$ cat src/rtl/imm_decode_pkg.sv
// Shared types and opcode constants for the immediate-decode stage.
// fmt_t codes are visible on the stage outputs; count_t is the skid-FIFO occupancy.
package imm_decode_pkg;

  typedef enum logic [2:0] {
    FMT_R   = 3'd0,
    FMT_I   = 3'd1,
    FMT_S   = 3'd2,
    FMT_B   = 3'd3,
    FMT_U   = 3'd4,
    FMT_J   = 3'd5,
    FMT_ILL = 3'd7
  } fmt_t;

  typedef enum logic [1:0] {
    CNT_EMPTY = 2'd0,
    CNT_ONE   = 2'd1,
    CNT_FULL  = 2'd2
  } count_t;

  localparam logic [6:0] OP_LOAD   = 7'b0000011;
  localparam logic [6:0] OP_IMM    = 7'b0010011;
  localparam logic [6:0] OP_JALR   = 7'b1100111;
  localparam logic [6:0] OP_IMM32  = 7'b0011011;
  localparam logic [6:0] OP_STORE  = 7'b0100011;
  localparam logic [6:0] OP_BRANCH = 7'b1100011;
  localparam logic [6:0] OP_LUI    = 7'b0110111;
  localparam logic [6:0] OP_AUIPC  = 7'b0010111;
  localparam logic [6:0] OP_JAL    = 7'b1101111;
  localparam logic [6:0] OP_REG    = 7'b0110011;
  localparam logic [6:0] OP_REG32  = 7'b0111011;

endpackage

$ cat src/rtl/imm_decode_stage_imm_extract.sv
// Combinational format classifier and immediate generator for one RV instruction.
// Immediates are built as 32-bit signed values, then sign-extended to XLEN.
module imm_extract
  import imm_decode_pkg::*;
#(
  parameter int XLEN = 32
) (
  input  logic [31:0]     instr,
  output logic [XLEN-1:0] imm,
  output fmt_t            fmt,
  output logic            illegal
);

  localparam bit IS64 = (XLEN == 64);

  logic [6:0]         opcode;
  logic signed [31:0] imm32;

  always_comb begin
    opcode  = instr[6:0];
    imm32   = '0;
    fmt     = FMT_ILL;
    illegal = 1'b1;
    if (instr[1:0] == 2'b11) begin
      case (opcode)
        OP_LOAD, OP_IMM, OP_JALR: begin
          imm32   = {{20{instr[31]}}, instr[31:20]};
          fmt     = FMT_I;
          illegal = 1'b0;
        end
        OP_IMM32: begin
          if (IS64) begin
            imm32   = {{20{instr[31]}}, instr[31:20]};
            fmt     = FMT_I;
            illegal = 1'b0;
          end
        end
        OP_STORE: begin
          imm32   = {{20{instr[31]}}, instr[31:25], instr[11:7]};
          fmt     = FMT_S;
          illegal = 1'b0;
        end
        OP_BRANCH: begin
          imm32   = {{19{instr[31]}}, instr[31], instr[7], instr[30:25], instr[11:8], 1'b0};
          fmt     = FMT_B;
          illegal = 1'b0;
        end
        OP_LUI, OP_AUIPC: begin
          imm32   = {instr[31:12], 12'b0};
          fmt     = FMT_U;
          illegal = 1'b0;
        end
        OP_JAL: begin
          imm32   = {{11{instr[31]}}, instr[31], instr[19:12], instr[20], instr[30:21], 1'b0};
          fmt     = FMT_J;
          illegal = 1'b0;
        end
        OP_REG: begin
          fmt     = FMT_R;
          illegal = 1'b0;
        end
        OP_REG32: begin
          if (IS64) begin
            fmt     = FMT_R;
            illegal = 1'b0;
          end
        end
        default: ;
      endcase
    end
    // signed cast makes the width change a sign extension (bit 31 for U on RV64)
    imm = XLEN'(imm32);
  end

endmodule

$ cat src/rtl/imm_decode_stage.sv
// Registered immediate-decode stage: decode on accept, then a 2-entry skid FIFO
// whose head register drives the outputs directly.
module imm_decode_stage
  import imm_decode_pkg::*;
#(
  parameter int XLEN = 32
) (
  input  logic            clk,
  input  logic            reset,
  input  logic            flush,
  input  logic            in_valid,
  output logic            in_ready,
  input  logic [31:0]     in_instr,
  output logic            out_valid,
  input  logic            out_ready,
  output logic [XLEN-1:0] out_imm,
  output fmt_t            out_fmt,
  output logic            out_illegal
);

  logic [XLEN-1:0] dec_imm;
  fmt_t            dec_fmt;
  logic            dec_illegal;

  count_t          count_reg, count_next;
  logic [XLEN-1:0] head_imm_reg, head_imm_next, tail_imm_reg, tail_imm_next;
  fmt_t            head_fmt_reg, head_fmt_next, tail_fmt_reg, tail_fmt_next;
  logic            head_ill_reg, head_ill_next, tail_ill_reg, tail_ill_next;
  logic            push, pop;

  imm_extract #(.XLEN(XLEN)) u_extract (
    .instr   (in_instr),
    .imm     (dec_imm),
    .fmt     (dec_fmt),
    .illegal (dec_illegal)
  );

  // in_ready depends on state only, so no comb path from out_ready
  assign in_ready    = (count_reg != CNT_FULL);
  assign out_valid   = (count_reg != CNT_EMPTY);
  assign out_imm     = head_imm_reg;
  assign out_fmt     = head_fmt_reg;
  assign out_illegal = head_ill_reg;

  assign push = in_valid & in_ready & ~flush;
  assign pop  = out_valid & out_ready;

  always_comb begin
    count_next    = count_reg;
    head_imm_next = head_imm_reg;
    head_fmt_next = head_fmt_reg;
    head_ill_next = head_ill_reg;
    tail_imm_next = tail_imm_reg;
    tail_fmt_next = tail_fmt_reg;
    tail_ill_next = tail_ill_reg;
    if (flush) begin
      count_next = CNT_EMPTY;
    end else begin
      case (count_reg)
        CNT_EMPTY: begin
          if (push) begin
            head_imm_next = dec_imm;
            head_fmt_next = dec_fmt;
            head_ill_next = dec_illegal;
            count_next    = CNT_ONE;
          end
        end
        CNT_ONE: begin
          if (push && pop) begin
            head_imm_next = dec_imm;
            head_fmt_next = dec_fmt;
            head_ill_next = dec_illegal;
          end else if (push) begin
            tail_imm_next = dec_imm;
            tail_fmt_next = dec_fmt;
            tail_ill_next = dec_illegal;
            count_next    = CNT_FULL;
          end else if (pop) begin
            count_next = CNT_EMPTY;
          end
        end
        CNT_FULL: begin
          if (pop) begin
            head_imm_next = tail_imm_reg;
            head_fmt_next = tail_fmt_reg;
            head_ill_next = tail_ill_reg;
            count_next    = CNT_ONE;
          end
        end
        default: count_next = CNT_EMPTY;
      endcase
    end
  end

  always_ff @(posedge clk or posedge reset) begin
    if (reset) begin
      count_reg    <= CNT_EMPTY;
      head_imm_reg <= '0;
      head_fmt_reg <= FMT_R;
      head_ill_reg <= 1'b0;
      tail_imm_reg <= '0;
      tail_fmt_reg <= FMT_R;
      tail_ill_reg <= 1'b0;
    end else begin
      count_reg    <= count_next;
      head_imm_reg <= head_imm_next;
      head_fmt_reg <= head_fmt_next;
      head_ill_reg <= head_ill_next;
      tail_imm_reg <= tail_imm_next;
      tail_fmt_reg <= tail_fmt_next;
      tail_ill_reg <= tail_ill_next;
    end
  end

endmodule

$ cat config.mk
export PLATFORM = sky130hd
export DESIGN_NAME = imm_decode_stage
export DESIGN_NICKNAME = d
export VERILOG_FILES = /design/src/rtl/imm_decode_pkg.sv /design/src/rtl/imm_decode_stage_imm_extract.sv /design/src/rtl/imm_decode_stage.sv
export SDC_FILE = /design/constraint.sdc
export NUM_CORES = 1
export LEC_CHECK = 0
export BUFFER_PORTS_ARGS = -buffer_cell sky130_fd_sc_hd__buf_2
export CAP_MARGIN = 20
export CORE_UTILIZATION = 45
export CTS_CLUSTER_SIZE = 14
export DETAILED_ROUTE_END_ITERATION = 8
export PLACE_DENSITY_LB_ADDON = 0.08
export SYNTH_ARGS = -nofsm -noshare
export SYNTH_HDL_FRONTEND = slang
export SYNTH_SLANG_ARGS = --single-unit
export TNS_END_PERCENT = 20
$ cat constraint.sdc
create_clock -name clk -period 2.9 [get_ports clk]
set_input_delay 0.29 -clock clk [delete_from_list [all_inputs] [get_ports clk]]
set_output_delay 0.29 -clock clk [all_outputs]
set_load 0.02 [all_outputs]
Word level (Yosys, flattened, before mapping)
Index checks and enable logic that the tools add are counted.
{"block": "totals", "reg_bits": 74, "input_bits": 37, "output_inout_bits": 38, "elab_cells": 67}
{"block": "classes", "n_eq_ne": 20, "n_mux": 25, "bitwise": 5, "n_reduce_logical": 10}
{"cell": "$pmux 32 s5", "n": 1}
{"cell": "$mux 32", "n": 4}
{"cell": "$pmux 32 s3", "n": 1}
{"cell": "$eq 7x6->1 const B", "n": 3}
{"cell": "$eq 7x7->1 const B", "n": 3}
{"cell": "$pmux 3 s6", "n": 1}
{"cell": "$eq 7x5->1 const B", "n": 2}
{"cell": "$mux 2", "n": 6}
{"cell": "$mux 3", "n": 4}
{"cell": "$ne 3x3->1 const B", "n": 3}
{"cell": "$pmux 3 s3", "n": 1}
{"cell": "$reduce_or 9->1", "n": 1}
{"cell": "$ne 2x2->1 const B", "n": 4}
{"cell": "$reduce_and 4->1", "n": 2}
{"cell": "$eq 7x2->1 const B", "n": 1}
{"cell": "$pmux 2 s3", "n": 1}
{"cell": "$mux 1", "n": 5}
{"cell": "$reduce_and 5->1", "n": 1}
{"cell": "$eq 2x2->1 const B", "n": 2}
{"cell": "$ne 4x4->1 const B", "n": 1}
{"cell": "$and 1x1->1", "n": 3}
{"cell": "$pmux 1 s3", "n": 1}
{"cell": "$reduce_bool 3->1", "n": 1}
{"cell": "$reduce_or 3->1", "n": 1}
{"cell": "6 further kinds", "n": 7}

Logic depth before layout (Yosys ltp)
{"block": "depth", "word_depth": 7, "ltp_mapped": 7, "ltp_nobuf": 5}

Modules after synthesis
Synthesis repeated with hierarchy kept, for this count alone.
{"block": "hier_totals", "cells_unflattened": 284, "area_unflattened_um2": 3892.5}
{"mod": "imm_decode_stage", "n_inst": 1, "cells_per_inst": 209, "area_per_inst_um2": 3343.2, "seq_area_each_um2": 1851.8}
{"mod": "imm_extract", "n_inst": 1, "cells_per_inst": 75, "area_per_inst_um2": 549.3, "seq_area_each_um2": 0.0}

Worst setup path before layout
Ideal clock, no wire load.
{"block": "synth_timing", "path_type": "register to register", "start": "register count_reg[1]", "end": "register head_ill_reg, in the netlist out_illegal", "setup_ps": 121, "arrival_ps": 1385, "t_required_ps": 2779, "setup_slack_ps": 1394, "path_stages_with_launch": 6, "n_path_buf": 2, "period_less_slack_ps": 1506, "path_cell_list": "dfrtp_1 > mux2i_1 > o32a_1 > buf_2 > buf_2 > a22o_1"}
{"block": "synth_via", "elab_chain_len": 6, "elab_cells_between_ends": 15, "classes_between": "eq/ne: 6; mux: 1; bitwise: 3; reduce/logical: 5"}
{"item": "start: declaration", "line": "imm_decode_stage.sv:25", "text": "count_t count_reg, count_next;"}
{"item": "start signal: assignment", "line": "imm_decode_stage.sv:105", "text": "count_reg <= count_next;"}
{"item": "$ne 2x2->1", "line": "imm_decode_stage.sv:39", "text": "assign in_ready = (count_reg != CNT_FULL);"}
{"item": "$and 1x1->1 (2 in a row)", "line": "imm_decode_stage.sv:45", "text": "assign push = in_valid & in_ready & ~flush;"}
{"item": "$logic_and 1x1->1", "line": "imm_decode_stage.sv:69", "text": "if (push && pop) begin"}
{"item": "$ne 2x2->1 (no line)"}
{"item": "$reduce_and 5->1 (no line)"}
{"item": "end signal: assignment", "line": "imm_decode_stage.sv:108", "text": "head_ill_reg <= head_ill_next;"}
{"item": "end: declaration", "line": "imm_decode_stage.sv:28", "text": "logic head_ill_reg, head_ill_next, tail_ill_reg, tail_ill_next;"}
Several ways; a longest one is shown, not always the timed one.
A chain may end at the register's enable or synchronous reset.

Final worst setup path
{"block": "layout_timing", "start": "register count_reg[1]", "end": "output in_ready"}
{"block": "layout_via", "elab_chain_len": 1}
{"item": "$ne 2x2->1", "line": "imm_decode_stage.sv:39"}
{"item": "end: declaration", "line": "imm_decode_stage.sv:12", "text": "output logic in_ready,"}
Every way passes these cells.

==> run_results.csv <==
group,metric,value,unit
sta,skew,0.0114,ns
finish,final_layout_size_suffix_gt1_share,33.0,%
sta,rsz0062_at_grt,"false",
worst_setup_path,crit_fanout,34,
clocking,postCtsHoldBufs,0,
finish,stdcell_count,544,
power,p_leak,1.89,nW
route,dr.pass1.iters,4,
power,power-per-cell-area,604,mW/mm^2
synth,synth_top_flop_cell,"dfrtp_1",
worst_setup_path,arrival,1.98,ns
clocking,cts_root_buf,"clkbuf_8",
synth,ys_ff_latch,74,
die,die_h,92.6,um
sta,hold_viol,0,
synth,syn-num-nets,406,
route,drt_iter0_drc,122,
placed_design,place_inst,528,
grt,grt_overflow,0,
die,io_pins,75,
route,viasPerCell,5.47,
sta,setup_viol_count_final,0,
clocking,cts_tree,"yes",
synth,ys_types,53,
worst_setup_path,worstSetupPathType,"flip-flop to output pin",
clocking,clock_latency,0.35,ns
power,peakVddDrop,0.000324,V
route,drc,0,
placed_design,port_buffers,74,
clocking,cts_max_path_buffers,2,
run_status,outcome,"finished, final reports clean",
die,core_region_area,0.00785,sq mm
sta,tightest_slew,0.762,ns
power,total_power,0.00260,W
die,fp.dieW,92.6,um
sta,period_minus_slack,2.27,ns
finish,nets,474,
synth,avgSynthCellArea,10.0,sq um
clocking,path_clk_slew,0.08,ns
run,maxCapViolations,0,
worst_setup_path,startpoint_type,"flip-flop",
worst_setup_path,cp_cell_sequence,"nor2b_1 -> buf_4 -> inv_2 -> buf_2",
worst_hold_path,hp-class,"input pin to async pin",
synth,synthesis.instances,369,
grt,grt_max_degree,47,
synth,yosysSeqAreaShare,50.1,%
route,wirelength,8.85,mm
grt,grt_pass1_vias,2799,
sta,max_slew_margin,49.0,%
finish,num_antenna_cells,0,
placed_design,pre_cts_slack,0.944,ns
synth,syn_area,0.00369,sq mm
sta,fin_crit_sh,78.3,%
route,wl_per_cell,16.3,um
grt,antenna_found_initial,0,
placed_design,routabilityCongestion,0.803,
worst_setup_path,crit_required,2.61,ns
sta,maxSlewViolCount,0,
route,ant_nets,0,
sta,timing.hold.ws,0.00575,ns
worst_setup_path,max_stage_delay,0.54,ns
worst_setup_path,crit_path_end_kind,"output pin",
clocking,cts_buffers,9,
route,vias,2976,
clocking,cts_resized,0,
worst_setup_path,cp_num_buf_inv,3,
synth,async_flop_share,100,%
sta,tns,0,ns
clocking,cts_setup_buffers,0,
clocking,clock-sinks,74,
placed_design,dp.final_hpwl,6.11,mm
synth,ys_warn_count,0,
die,dieArea,0.00857,sq mm
grt,grt_pass1_wl,14.7,mm
grt,gr-usage-all-layers,22.4,%
worst_setup_path,slowest_stage,"inv_2",
synth,synth_edf_count,0,
sta,max_freq,440,MHz
clocking,htreeDepth,3,
die,rows,32,
die,start_util,47.1,%
finish,synthToLayoutAreaGrowth,16.7,%
sta,setup_ws,0.628,ns
worst_setup_path,critPathTopFamily,"buffers and inverters",
## Yosys cell counts, drive strengths merged, types with 6 or more instances
cell type | instances | share of area, %
nor2 | 58 | 6.7
buf | 21 | 3.4
nand2 | 46 | 4.7
o211ai | 6 | 1.2
a211oi | 23 | 6.2
nand2b | 6 | 1.0
a2bb2oi | 6 | 1.4
nor3 | 22 | 4.5
dfrtp | 74 | 50
nand3 | 9 | 1.2
a21oi | 30 | 4.1
o21ai | 10 | 1.4
a22o | 9 | 2.1
## kinds of logic (layout without fill, tap and decap cells)
| group | after synthesis | count (layout) | share of synthesized area [%] |
|---|---|---|---|
| flip-flops | 74 | 74 | 50.1 |
| buffers and inverters | 29 | 102 | 4.20 |
| AO/OA/AOI/OAI | 106 | 106 | 22.1 |
| AND/OR/NAND/NOR | 156 | 156 | 22.4 |
| multiplexers | 4 | 4 | 1.15 |
## placed cells by master, fill, tap and decap left out, drive strengths merged, types with 3 or more instances in the layout
cell / Yosys / layout
a22oi: 4 / 4
clkbuf: 4 / 11
clkinv: 0 / 4
o211ai: 6 / 6
inv: 4 / 5
a2bb2oi: 6 / 6
a211oi: 23 / 23
a22o: 9 / 9
nor2b: 3 / 3
nand3: 9 / 9
a21oi: 30 / 30
buf: 21 / 82
nand2: 46 / 46
dfrtp: 74 / 74
nand3b: 4 / 4
o21ai: 10 / 10
nand2b: 6 / 6
nor3: 22 / 22
nor2: 58 / 58
## worst paths after layout
path | from | endpoint | slack (ns) | cells after the start
min in group clk | out_ready | count_reg[1]$_DFFE_PP0P_ | 0.17 | 2
worst min-delay path | reset | out_imm[22]$_DFFE_PP0P_ | 0.006 | 2
worst min register to register | tail_imm_reg[31]$_DFFE_PP0P_ | tail_imm_reg[31]$_DFFE_PP0P_ | 0.48 | 2
max in group asynchronous | reset | tail_imm_reg[2]$_DFFE_PP0P_ | 2.22 | 3
worst max-delay path | count_reg[1]$_DFFE_PP0P_ | in_ready | 0.63 | 4
worst max register to register | count_reg[1]$_DFFE_PP0P_ | out_imm[0]$_DFFE_PP0P_ | 0.92 | 5
## report_power, final
part | switching (W) | internal, W | total (W)
clock | 0.000381 | 0.000317 | 0.000698
sequential | 0.000108 | 0.00121 | 0.00132
combinational | 0.000357 | 0.000227 | 0.000584
## through the flow
stage / cell area [sq um] / util, %
6_report: 4310 / 54.9
3_5_place_dp: 4140 / 52.8
2_1_floorplan: 3690 / -
5_1_grt: 4310 / 54.9
3_3_place_gp: 4140 / 52.8
4_1_cts: 4310 / 54.9
## per-layer routing
layer  GRT usage (%)  vias to the layer above  part of all wire, %
met1            32.6                     1440                   48
li1                -                     1457                    -
met4            8.59                        0                 0.98
met3            4.43                        8                  4.3
met5               0                        -                    0
met2            32.9                       71                   47
## layout make-up
type,count,area [sq um]
fill,727,3540
sequential,74,1850
multi-input combinational,266,1700
timing repair buffer,82,443
clock buffer,11,131
tap,102,128
clock inverter,5,40.0
inverter,4,15.0
## worst register-to-register path: stages (launching register included)
cell and delay, ns:
dfrtp_1 0.43, mux2i_1 0.43, o32a_1 0.20, buf_4 0.39, nor2_1 0.11, a221o_1 0.31
Power figures use the tool's default switching activity.
